--- src/rtl/alu_pkg.sv ---
// alu_pkg: shared ALU opcode constants, one-hot select type and shift-class predicate
package alu_pkg;
    localparam int PA_W = 15;
    typedef logic [PA_W-1:0] pa_sel_t;
    localparam logic [3:0] OP_NOP = 4'd0, OP_ADD = 4'd1, OP_ADC = 4'd2, OP_SUB = 4'd3,
                           OP_SBC = 4'd4, OP_NOT = 4'd5, OP_AND = 4'd6, OP_NLAND = 4'd7,
                           OP_RLC = 4'd8, OP_RL = 4'd9, OP_SLA = 4'd10, OP_RRC = 4'd11,
                           OP_RR = 4'd12, OP_SRA = 4'd13, OP_SRL = 4'd14, OP_ILLEGAL = 4'd15;
    function automatic logic is_shift(input logic [3:0] op);
        return op[3] && op != OP_ILLEGAL;
    endfunction
endpackage

--- src/rtl/alu_op_onehot.sv ---
// alu_op_onehot: 4-to-15 one-hot opcode decoder; opcode 15 flags illegal and decodes as NOP
module alu_op_onehot
    import alu_pkg::*;
(
    input  logic [3:0] op,
    output pa_sel_t    sel,
    output logic       illegal
);
    assign illegal = op == OP_ILLEGAL;
    assign sel     = illegal ? pa_sel_t'(1) : pa_sel_t'(1) << op;
endmodule

--- src/rtl/alu_op_issuer.sv ---
// alu_op_issuer: valid/ready ALU opcode sequencer driving registered one-hot PA_* strobes
// ALU_ISSUE_ILLEGAL_TRAP_EN: trap opcode 15 into a sticky Illegal flag instead of issuing NOP
module alu_op_issuer
    import alu_pkg::*;
#(
    parameter int COUNT_W = 4
) (
    input  logic               CLK,
    input  logic               notRST,
    input  logic               OpValid,
    input  logic [3:0]         OpCode,
    input  logic [COUNT_W-1:0] OpCount,
    output logic               OpReady,
    input  logic               Stall,
    output logic               PA_NOP,
    output logic               PA_ADD,
    output logic               PA_ADC,
    output logic               PA_SUB,
    output logic               PA_SBC,
    output logic               PA_NOT,
    output logic               PA_AND,
    output logic               PA_NLAND,
    output logic               PA_RLC,
    output logic               PA_RL,
    output logic               PA_SLA,
    output logic               PA_RRC,
    output logic               PA_RR,
    output logic               PA_SRA,
    output logic               PA_SRL,
    output logic               Step,
    output logic               Done,
    output logic               Busy
`ifdef ALU_ISSUE_ILLEGAL_TRAP_EN
    ,
    output logic               Illegal
`endif
);
    localparam logic [0:0] IDLE = 1'b0, ISSUE = 1'b1;
`ifdef ALU_ISSUE_ILLEGAL_TRAP_EN
    localparam bit TRAP_EN = 1'b1;
`else
    localparam bit TRAP_EN = 1'b0;
`endif
    logic [0:0]         state;
    logic [COUNT_W-1:0] cnt;
    pa_sel_t            pa, sel;
    logic               op_illegal, last, accept, trap;

    alu_op_onehot u_dec (.op(OpCode), .sel(sel), .illegal(op_illegal));

    assign Busy   = state == ISSUE;
    assign Step   = Busy && !Stall;
    assign last   = Step && cnt == '0;
    assign Done   = last;
    assign accept = OpValid && OpReady;
    assign trap   = accept && op_illegal && TRAP_EN;
    assign {PA_SRL, PA_SRA, PA_RR, PA_RRC, PA_SLA, PA_RL, PA_RLC, PA_NLAND,
            PA_AND, PA_NOT, PA_SBC, PA_SUB, PA_ADC, PA_ADD, PA_NOP} = pa;

`ifdef ALU_ISSUE_ILLEGAL_TRAP_EN
    assign OpReady = !Illegal && (state == IDLE || last);
    always_ff @(posedge CLK or negedge notRST)
        if (!notRST)
            Illegal <= 1'b0;
        else if (trap)
            Illegal <= 1'b1;
`else
    assign OpReady = state == IDLE || last;
`endif

    // A trapped opcode is consumed but issues nothing, so it behaves like an end of operation.
    always_ff @(posedge CLK or negedge notRST)
        if (!notRST) begin
            state <= IDLE;
            cnt   <= '0;
            pa    <= '0;
        end else if (accept && !trap) begin
            state <= ISSUE;
            pa    <= sel;
            cnt   <= is_shift(OpCode) ? OpCount : '0;
        end else if (last || trap) begin
            state <= IDLE;
            pa    <= '0;
        end else if (Step) begin
            cnt   <= cnt - 1'b1;
        end
endmodule
--- config.mk ---
export PLATFORM = sky130hd
export DESIGN_NAME = alu_op_issuer
export DESIGN_NICKNAME = d
export VERILOG_FILES = /design/src/rtl/alu_pkg.sv /design/src/rtl/alu_op_onehot.sv /design/src/rtl/alu_op_issuer.sv
export SDC_FILE = /design/constraint.sdc
export NUM_CORES = 1
export LEC_CHECK = 0
export ABC_CLOCK_PERIOD_IN_PS = 1750
export CELL_PAD_IN_SITES_DETAIL_PLACEMENT = 2
export CELL_PAD_IN_SITES_GLOBAL_PLACEMENT = 2
export CORE_ASPECT_RATIO = 1.1
export CORE_MARGIN = 2
export CORE_UTILIZATION = 25
export CTS_CLUSTER_DIAMETER = 50
export DETAILED_ROUTE_END_ITERATION = 10
export HOLD_SLACK_MARGIN = 0.12
export PLACE_DENSITY_LB_ADDON = 0.08
export SYNTH_ARGS = -nofsm -noshare
export SYNTH_HDL_FRONTEND = slang
export SYNTH_HIERARCHICAL = 1
export SYNTH_SLANG_ARGS = --single-unit
--- constraint.sdc ---
create_clock -name CLK -period 1.75 [get_ports CLK]
set_input_delay 0.35 -clock CLK [delete_from_list [all_inputs] [get_ports CLK]]
set_output_delay 0.35 -clock CLK [all_outputs]
set_load 0.005 [all_outputs]
==> results.py, run 1 <==
metrics = {
    "sta": {
        "final_critical_path_setup_slack_ns": -0.277,
        "worst_hold_slack_ns": 0.419,
        "final.setup.tns_ns": -2.97,
        "unrepaired_setup_endpoints_after_global_routing": "yes",
        "timing_worst_slew_pin_value_ns": 0.422,
        "max_slew_margin": 0.718,
        "period_share": 1.16,
        "finalHoldViolations": 0,
        "finalCriticalPeriod_ns": 2.03,
        "fin_skew_ns": 0.00228,
        "report.final.slew_viol_count": 0,
        "setup_viol": 19,
        "fmax_ghz": 0.493,
    },
    "placement": {
        "portBuffers": 30,
        "place.gp.congestion": 0.775,
        "pre_cts_ws_ns": -0.432,
        "final_hpwl_dp_um": 2630,
    },
    "hold_path": {
        "holdCritPathClass": "input pin to async pin",
    },
    "critical_path": {
        "path_max_fanout": 2,
        "cp-end-kind": "primary output",
        "cp_cell_sequence": "inv_2 -> ha_4 -> or3b_4 -> buf_6 -> nor3_4 -> buf_2",
        "rr_worst_depth": 9,
        "rrSetupSlack_ns": -0.18,
        "crit_arrival_ns": 1.68,
        "worstReg2RegEnd": "pa[1]",
        "r2r-start": "cnt[1]",
        "cpMaxStageDelayCell": "sky130_fd_sc_hd__dfrtp_1",
        "worst-endpoint-required_ns": 1.40,
        "worst_setup_path_start_kind": "flip-flop",
        "critical-path-max-stage-delay_ns": 0.41,
        "crit_type": "flip-flop to primary output",
    },
    "run_status": {
        "status": "complete, but fails checks",
        "violations": "negative setup slack",
    },
    "pwr": {
        "share_clk_of_total_power": 0.163,
        "cellInternalPower_uw": 1500,
        "finalPower_uw": 2250,
        "seqPwrFrac": 0.304,
        "peakVddDrop_v": 0.000438,
        "power.share.switching": 0.334,
        "p_sw_uw": 752,
        "power_frac_comb": 0.532,
        "p_leak_uw": 0.000774,
        "power.density_cell_area_mw_per_mm2": 1300,
    },
    "grt": {
        "overflow": 0,
        "first_pass_grt_wire_length_um": 5900,
        "global_route.usage.total": 0.167,
        "grt_pass1_vias": 1175,
        "grt_max_degree": 21,
        "antenna_found_initial": 0,
    },
    "floorplan": {
        "die_height_um": 71.9,
        "design.core.area_mm2": 0.00399,
        "initial_utilization": 0.262,
        "fp.dieArea_mm2": 0.00472,
        "chipWidth_um": 65.7,
        "std_cell_rows": 24,
        "top_level_port_count": 31,
    },
    "clocking": {
        "clock_path_buffers": 2,
        "clkLatencyLatePin_ns": 0.27,
        "cts.htree.levels": 1,
        "clock_sink_count": 20,
        "tritoncts": "done",
        "cts-root-buf": "sky130_fd_sc_hd__clkbuf_8",
        "cts_made_buffers": 3,
        "clock_pin_slew_reported_for_the_worst_setup_and_hold_paths_after_clock_tree_synthesis_ns": 0.08,
    },
    "run": {
        "drv_cap": 0,
    },
    "drt": {
        "viasPerCell": 4.94,
        "postRouteAntennaNets": 0,
        "first_pass_iters": 2,
        "route.detailed.drc": 0,
        "drt-initial-drc-count": 31,
        "drt_wl_total_um": 3840,
        "wl_per_cell_um": 18.2,
        "vias": 1042,
    },
    "cells_and_area": {
        "antenna-diode-count": 0,
        "layout_cells_sized_above_1": 0.340,
        "regArea_um2": 500,
        "multi_input_area_um2": 577,
        "area_growth_syn_to_layout_pct": 64.8,
        "fillers": 435,
        "fin_nets": 174,
    },
    "synthesis": {
        "synth_nets": 113,
        "gate_count_of_the_mapped_netlist": 99,
        "yosysWarnings": 6,
        "post_synth_instance_area_mm2": 0.00105,
        "synth.avg_cell_area_um2": 10.6,
    },
}
critical path, delay by kind of cell (launching register included):
family / cells / cell delay [ns]
flops: 1 / 0.41
fa+ha+maj: 1 / 0.13
simple gates: 2 / 0.50
buf+inv: 3 / 0.37
layout make-up:
type / instances / share of cell area
flip-flops and latches: 20 / 0.290
well taps: 52 / 0.0377
clock buffers: 4 / 0.0319
inverters: 4 / 0.00870
multi-input cells: 73 / 0.334
repair buffers: 58 / 0.297
how the worst max path moves through the flow:
stage / slack [ns] / cells after the start / start / to
finish: -0.28 / 6 / cnt[1] / Done
global route: -0.34 / 6 / cnt[1] / Done
CTS: -0.33 / 6 / cnt[1] / Done
detailed placement: -0.43 / 5 / cnt[1] / OpReady
global placement: -0.34 / 5 / cnt[0] / OpReady
floorplan: 0.004 / 7 / cnt[0] / pa[10]
placed cells by master, fill, tap and decap left out, types with 3 or more instances in the layout:
cell,instances
sky130_fd_sc_hd__a22o_1,10
sky130_fd_sc_hd__clkbuf_8,4
sky130_fd_sc_hd__nand2_1,3
sky130_fd_sc_hd__dfrtp_1,20
sky130_fd_sc_hd__nor3_1,8
sky130_fd_sc_hd__nand2b_1,5
sky130_fd_sc_hd__a22o_2,5
sky130_fd_sc_hd__nor2_1,11
sky130_fd_sc_hd__clkdlybuf4s50_1,27
sky130_fd_sc_hd__nand3_1,3
sky130_fd_sc_hd__buf_4,26
power groups by stage:
stage	combinational (uW)	clock, uW	sequential (uW)
final	1200	367	685
after global routing	1310	400	705
after CTS	1130	376	687
after detailed placement	999	0	689
after global placement	971	0	678
after floorplan	423	0	704
per-stage QoR:
stage               cell area (um2)  cells   util
floorplan                      1050     99      -
global placement               1550    200  0.389
detailed placement             1550    200  0.389
CTS                            1690    208  0.422
global route                   1730    211  0.432
finish                         1730    211  0.432
sequential cells by signal (all words and copies together), names as in the netlist:
| signal | count |
|---|---|
| pa | 15 |
| Busy | 1 |
| cnt | 4 |
per-layer routing:
metal	routed length, um	global-route usage	vias up
li1	-	-	492
met1	1590	0.206	524
met2	2090	0.290	20
met3	94	0.0235	6
met4	61	0.0694	0
met5	0	0	-
what timing repair did:
action                                  4_1_cts  5_1_grt
setup buffers                                 5        3
endpoints found under the setup margin       20       20
cloned                                        0        1
pin swaps                                     4        7
hold buffers                                  0        0
resized for setup                            20        3
No activity file was read; power rests on OpenSTA's default activity.
==> inputs of run 2 (changes only) <==
- SKIP_LAST_GASP: not set -> 1
==> run 2 against run 1 <==
- the run still ends with negative setup slack left
- clock power barely moved
- sequential share of layout area barely moved
- register-to-register slack barely moved
- count of clock-buffer cells in the layout did not move
- sequential power barely moved
- first-iteration DRC count fell by 3.2%
- utilization rose by 0.063 points
- critical path depth did not move
- final cell count did not move
- worst setup slack got worse by 0.0027 ns
- global-route usage did not move
- die area did not move
- critical endpoint unchanged
- highest routed layer unchanged
==> results.py, run 2 (synthesized netlist as in run 1, its figures left out) <==
metrics = {
    "clocking": {
        "clock_pin_slew_reported_for_the_worst_setup_and_hold_paths_after_clock_tree_synthesis_ns": 0.08,
        "clock_path_buffers": 2,
        "cts_made_buffers": 3,
        "cts.htree.levels": 1,
        "cts-root-buf": "sky130_fd_sc_hd__clkbuf_8",
        "clock_sink_count": 20,
        "clkLatencyLatePin_ns": 0.27,
        "tritoncts": "done",
        "cts_hold_buf": 0,
    },
    "critical_path": {
        "worst-endpoint-required_ns": 1.40,
        "crit_arrival_ns": 1.68,
        "crit_type": "flip-flop to primary output",
        "rrSetupSlack_ns": -0.19,
        "cp-end-kind": "primary output",
        "path_max_fanout": 2,
        "worst_setup_path_start_kind": "flip-flop",
    },
    "grt": {
        "grt_pass1_vias": 1170,
        "grt_max_degree": 21,
        "antenna_found_initial": 0,
        "first_pass_grt_wire_length_um": 5900,
        "global_route.usage.total": 0.167,
        "overflow": 0,
    },
    "drt": {
        "viasPerCell": 4.94,
        "vias": 1042,
        "wl_per_cell_um": 18.2,
        "drt-initial-drc-count": 30,
        "drt_wl_total_um": 3840,
        "route.detailed.drc": 0,
        "first_pass_iters": 2,
        "postRouteAntennaNets": 0,
    },
    "floorplan": {
        "top_level_port_count": 31,
        "std_cell_rows": 24,
        "chipWidth_um": 65.7,
        "fp.dieArea_mm2": 0.00472,
        "initial_utilization": 0.262,
        "die_height_um": 71.9,
        "design.core.area_mm2": 0.00399,
    },
    "placement": {
        "place.gp.congestion": 0.775,
        "portBuffers": 30,
        "dpl_cell_area_mm2": 0.00155,
        "final_hpwl_dp_um": 2630,
    },
    "sta": {
        "setup_viol": 19,
        "final_critical_path_setup_slack_ns": -0.280,
        "unrepaired_setup_endpoints_after_global_routing": "yes",
        "fmax_ghz": 0.493,
        "timing_worst_slew_pin_value_ns": 0.422,
        "fin_skew_ns": 0.00228,
        "finalCriticalPeriod_ns": 2.03,
        "max_slew_margin": 0.718,
        "report.final.slew_viol_count": 0,
        "period_share": 1.16,
        "finalHoldViolations": 0,
    },
    "cells_and_area": {
        "number_of_flip_flops_under_the_largest_register_name": 15,
        "antenna-diode-count": 0,
        "mostFrequentLayoutCells": "sky130_fd_sc_hd__clkdlybuf4s50_1, sky130_fd_sc_hd__buf_4, sky130_fd_sc_hd__dfrtp_1, sky130_fd_sc_hd__nor2_1, sky130_fd_sc_hd__a22o_1",
        "area_growth_syn_to_layout_pct": 65.0,
        "final_area_mm2": 0.00173,
        "finished_core_util": 0.433,
        "layout.cells.most_common": "sky130_fd_sc_hd__clkdlybuf4s50_1",
        "fin_nets": 174,
        "regMostFlops": "pa",
        "layout_cells_sized_above_1": 0.333,
    },
    "hold_path": {
        "holdCritPathClass": "input pin to async pin",
    },
    "pwr": {
        "power.density_cell_area_mw_per_mm2": 1310,
        "peakVddDrop_v": 0.000438,
        "p_leak_uw": 0.000777,
    },
    "run_status": {
        "violations": "negative setup slack",
        "status": "complete, but fails checks",
    },
    "run": {
        "drv_cap": 0,
    },
}
-- run 2: cell counts in the layout (fill, tap and decap cells not counted) --
Identical to the previous run, type by type.
-- run 2: stage by stage --
step | setup TNS, ns | instances | setup WS, ns | hold WS, ns | total power [uW]
2_1_floorplan | 0 | 99 | 0.00372 | 0.0544 | 1130
3_5_place_dp | -5.74 | 200 | -0.432 | 0.489 | 1690
5_1_grt | -4.46 | 211 | -0.351 | 0.437 | 2420
6_report | -3.00 | 211 | -0.280 | 0.419 | 2260
3_3_place_gp | -5.37 | 200 | -0.344 | 0.487 | 1650
4_1_cts | -2.43 | 208 | -0.330 | 0.426 | 2190
-- run 2: power by group --
| part | total (uW) | internal [uW] | switching (uW) |
|---|---|---|---|
| sequential | 685 | 598 | 86.8 |
| combinational | 1200 | 703 | 501 |
| clock | 367 | 201 | 166 |
-- run 2: timing repair --
item | in CTS | in global routing
pin swaps | 4 | 7
gates resized for setup | 17 | 6
endpoints found under the setup margin | 20 | 20
cloned | 0 | 1
setup buffers | 5 | 3
-- run 2: cell type report --
class	count	area (um2)
Tap cell	52	65.1
Clock buffer	4	55.1
Inverter	4	15.0
Sequential cell	20	500
Timing Repair Buffer	58	515
Fill cell	436	2270
Multi-Input combinational cell	73	577
-- run 2: final timing paths --
check | startpoint | endpoint | depth (start not counted)
max in group asynchronous | notRST | pa[0] | 2
worst min register to register | pa[5] | pa[5] | 1
worst min-delay path | notRST | pa[10] | 2
worst max register to register | cnt[1] | pa[1] | 9
worst max-delay path | cnt[1] | Done | 6
min in group CLK | pa[5] | pa[5] | 1
-- run 2: worst max-delay path: stages, from the launching register on --
cell                      delay (ns)
sky130_fd_sc_hd__dfrtp_1        0.41
sky130_fd_sc_hd__inv_2          0.10
sky130_fd_sc_hd__ha_4           0.13
sky130_fd_sc_hd__or3b_4         0.38
sky130_fd_sc_hd__buf_6          0.14
sky130_fd_sc_hd__nor3_4         0.12
sky130_fd_sc_hd__buf_2          0.14
-- run 2: layer usage --
metal / routed length (um) / global-route usage / vias up
met2: 2090 / 0.288 / 20
met1: 1590 / 0.207 / 524
met3: 94 / 0.0235 / 6
li1: - / - / 492
met4: 61 / 0.0694 / 0
met5: 0 / 0 / -
==> RTL change 1, RTL diff (settings of run 1) <==
Change the parameter `COUNT_W` from 4 to 6.
--- a/src/rtl/alu_op_issuer.sv
+++ b/src/rtl/alu_op_issuer.sv
@@ -4,5 +4,5 @@
     import alu_pkg::*;
 #(
-    parameter int COUNT_W = 4
+    parameter int COUNT_W = 6
 ) (
     input  logic               CLK,
Interface: changed (resized OpCount); port bits go from 31 to 33. The function was not compared with the original's and may differ.
==> RTL change 1 against run 1 <==
  * Routed wire length grew 16%
  * Highest routed layer unchanged
  * Setup slack worse by 100 ps
  * Non-clock buffer count is 12 higher
  * Via count increased by 17%
  * Sequential cell count rose by 2
  * Register-to-register slack gained 40 ps
  * First-iteration DRC count down 29%
  * Area after synthesis increased by 10%
  * Total power up 14%
  * Design area grew 15%
  * Largest cell class unchanged
  * The run still ends with negative setup slack left
  * Critical path type unchanged
==> RTL change 1: results (changes against run 1) <==
Final layout
  – Non-clk buf share: 31.14% (+1.4 points)
  – Non-CTS inverters: 7 (+3)
  – Clk cell area share: 2.785% (-0.41 points)
  – Num sequential: 22 (+10%)
  – Share of cells above drive strength 1: 34.05% (+0.092 points)
  – Multi-input combinational area share: 33.48% (+0.051 points)
  – Fin nets: 201 (+16%)
  – Fill cells: 490 (+13%)
  – Multi-input gates: 82 (+12%)
  – Max FFs per register: 15 (unchanged)
  – Sequential portion of the cell area: 27.85% (-1.2 points)
  – Buffers excl. clock: 70 (+21%)

Critical path
  – Reg2reg path depth: 8 (-1)
  – Flop2flop setup slack: -140 ps (+40 ps)
  – Slowest stage delay, CP: 470 ps (+60 ps)
  – CP Capture Point: OpReady
  – Worst r2r dst: pa[13]
  – Worst path slowest cell: or4b_4
  – Crit path max-delay family: simple AND/OR/NAND/NOR gates
  – Setup crit start: cnt[0]
  – Worst EP arrival: 1780 ps (+100 ps)
  – Worst Path Max Fanout: 2 (unchanged)

Power
  – Int Pwr: 1675 uW (+12%)
  – Leakage: 0.0008981 uW (+16%)
  – Sequential Power Share: 31.5% (+1.1 points)
  – Worst VDD drop: 477.0 uV (+8.9%)
  – Pwr Density: 1294 mW/mm^2 (-0.80%)
  – Clk pwr share: 14.7% (-1.6 points)

STA
  – Clock Skew: 8.481 ps (+6.205 ps)
  – Worst hold slack: 434.9 ps (+16.31 ps)
  – Final Worst Setup Slack: -380.6 ps (-103.8 ps)
  – Worst Max-Slew Pin Slew: 344.5 ps (-77.75 ps)
  – Setup Viol. Count Final: 21 (+2)

Synth
  – Warnings, synthesis: 6 (unchanged)
  – Syn nets: 129 (+14%)

GRT
  – Vias in the first global route: 1388 (+18%)
  – First-pass GRT wire length: 6.748 mm (+14%)
  – GRT Util Overall: 18.06% (+1.4 points)
  – Met2 Track Usage GR: 35.04% (+6.1 points)
  – Met3 usage: 2.954% (+0.60 points)
  – GR Util met1: 18.95% (-1.6 points)
  – Largest net degree at the start of global routing: 23 (+9.5%)

Drt
  – Wirelength per Cell: 18.64 um (+2.3%)
  – Vias/cell: 5.079 (+2.9%)
  – Initial DRC Count: 22 (-29%)
  – Met2 WL: 2.514 mm (+20%)
  – Wl on met1: 1.731 mm (+8.7%)
  – Detail Route met3 WL: 122 um (+30%)
  – DRT Pass-1 Iters: 4 (+2)

Clock tree
  – Post_cts resized: 24 (+20%)
  – Post-CTS setup buffer count: 5 (unchanged)
  – Clk_lat worst skew: 270 ps (about the same)

Placement
  – Pre-CTS setup slack: -579.4 ps (-147.8 ps)
  – Post-DP HPWL: 3.190 mm (+22%)
  – Placer Congestion: 0.8649 (+12%)
  – # port buffers: 32 (+6.7%)

Hold path
  – Worst min path class: in2async

Run status
  – Failing checks: negative setup slack
  – Status: finished with violations
## RTL change 1: changes by cell type in the layout (fill, tap and decap cells not counted), sizes merged, moves of 3 or more
| cell | before | now |
|---|---|---|
| or3 | 0 | 3 |
| o21ai | 2 | 5 |
| buf | 29 | 40 |
| nand2b | 5 | 8 |
| a21oi | 3 | 0 |
| inv | 4 | 7 |
| a31oi | 0 | 3 |
## RTL change 1: how the worst min path moves through the flow
| stage | startpoint | to |
|---|---|---|
| after floorplan | notRST | Busy |
| after global placement | pa[8] | pa[8] |
| after detailed placement | pa[8] | pa[8] |
| after CTS | notRST | cnt[5] |
| after global routing | notRST | pa[3] |
| final | notRST | pa[3] |
## RTL change 1: stage by stage
| step | cell area, sq um | std cells | setup TNS (ps) |
|---|---|---|---|
| final | 1977 | 239 | -2581 |
| after global placement | 1743 | 225 | -6986 |
| after CTS | 1878 | 234 | -3480 |
| after detailed placement | 1743 | 225 | -7749 |
| after floorplan | 1166 | 114 | -299.7 |
| after global routing | 1977 | 239 | -4450 |
==> RTL change 2, RTL diff (settings of run 1) <==
Without the edit above. The localparam `TRAP_EN` goes from 1'b0 to 1'b1.
--- a/src/rtl/alu_op_issuer.sv
+++ b/src/rtl/alu_op_issuer.sv
@@ -40,5 +40,5 @@
     localparam bit TRAP_EN = 1'b1;
 `else
-    localparam bit TRAP_EN = 1'b0;
+    localparam bit TRAP_EN = 1'b1;
 `endif
     logic [0:0]         state;
Function: changed (Yosys sat finds a counterexample within 4 cycles, from zero or initial values and one cycle with notRST low).
==> RTL change 2 against run 1 <==
  * The run still ends with negative setup slack left
  * Global-route usage up 0.47 points
  * Clock power up 2%
  * Highest routed layer unchanged
  * Design area about the same
  * Sequential cell count unchanged
  * Routed wire length down 7.3%
  * Synthesized cell count down 1.0%
  * Setup slack better by 25 ps
  * Register-to-register slack worse by 60 ps
  * Area after synthesis down 1.4%
  * Clock skew up 5.2 ps
  * Total power up 0.43%
==> RTL change 2: results (changes against run 1) <==
Final layout
  – Non-CTS inverters: 5 (+1)
  – Clk cell area share: 3.193% (about the same)
  – Fill cells: 456 (+4.8%)
  – Fin nets: 175 (+0.57%)
  – Multi-input gate area: 545.5 sq um (-5.4%)
  – Share of cells above drive strength 1: 38.75% (+4.8 points)
  – Top reg by flops: pa
  – Non-clk buf share: 31.20% (+1.5 points)
  – Buffers excl. clock: 61 (+5.2%)
  – Num sequential: 20 (unchanged)
  – Register area: 501.7 sq um (+0.25%)
  – Multi-input gates: 70 (-4.1%)

Critical path
  – Crit path max-delay family: flip-flops
  – Flop2flop setup slack: -240 ps (-60 ps)
  – CP Capture Point: OpReady
  – Setup crit start: cnt[0]
  – Worst r2r dst: cnt[3]

Placement
  – Placed Area: 0.001519 sq mm (-2.3%)
  – Post-DP HPWL: 2.491 mm (-5.1%)
  – Pre-CTS setup slack: -642.1 ps (-210.5 ps)
  – Placer Congestion: 0.7706 (-0.50%)

Synth
  – Warnings, synthesis: 6 (unchanged)
  – Xor/xnor share of the synthesized area: 0.8485%
  – Syn Area/Cell: 10.53 sq um (-0.43%)
  – Async SR Flop Fraction: 100.0%
  – Seq/Total Area, Yosys: 48.48%
  – Syn nets: 112 (-0.88%)

STA
  – Final Worst Setup Slack: -251.5 ps (+25.39 ps)
  – Setup Viol. Count Final: 21 (+2)
  – Worst Max-Slew Pin Slew: 891.6 ps (+469.3 ps)
  – Clock Skew: 7.432 ps (+5.156 ps)
  – TNS Setup: -4001 ps (-1027 ps)

Run status
  – Failing checks: negative setup slack
  – Status: finished with violations

Drt
  – Initial DRC Count: 25 (-19%)
  – Met2 WL: 1.959 mm (-6.4%)
  – DRT Pass-1 Iters: 4 (+2)
  – Total wire length: 3.563 mm (-7.3%)
  – Vias/cell: 4.693 (-5.0%)
  – Detail Route met3 WL: 115 um (+22%)
  – Wl on met1: 1.427 mm (-10%)

GRT
  – GR Util met1: 20.38% (-0.22 points)
  – Met2 Track Usage GR: 31.07% (+2.1 points)
  – First-pass GRT wire length: 6.003 mm (+1.8%)
  – Vias in the first global route: 1190 (+1.3%)
  – Antenna violations before repair: 0 (unchanged)
  – GRT Util Overall: 17.18% (+0.47 points)
  – Met3 usage: 2.198% (-0.16 points)

Power
  – Clk pwr share: 16.6% (+0.3 points)
  – Worst VDD drop: 319.9 uV (-27%)
  – Leakage: 0.0008092 uW (+4.5%)
  – Logic gate share of total power: 52.9% (-0.3 points)
  – Sw Pwr: 751.4 uW (-0.14%)

Hold path
  – Worst min path class: in2async

Clock tree
  – Post-CTS setup buffer count: 6 (+1)
  – Post_cts resized: 25 (+25%)
## RTL change 2: cell types whose count changed in the layout (fill, tap and decap cells not counted), moves of 3 or more
cell	run 1	this run
a22o_1	10	0
a22o_2	5	10
a22o_4	0	5
nand2_1	3	8
a21oi_1	0	3
mux2i_1	0	3
nand3_1	3	0
## RTL change 2: how the worst min path moves through the flow
stage,end,slack [ps],cells after the start
6_report,pa[7],410,2
5_1_grt,pa[5],430,2
4_1_cts,pa[5],420,2
3_5_place_dp,pa[8],490,1
3_3_place_gp,pa[5],490,1
2_1_floorplan,Busy,50,0
## RTL change 2: through the flow
stage / total power [uW] / instances / utilization (%)
2_1_floorplan: 1117 / 98 / -
3_3_place_gp: 1597 / 198 / 38.32
3_5_place_dp: 1639 / 198 / 38.32
4_1_cts: 2203 / 209 / 42.90
5_1_grt: 2432 / 212 / 43.50
6_report: 2260 / 212 / 43.50
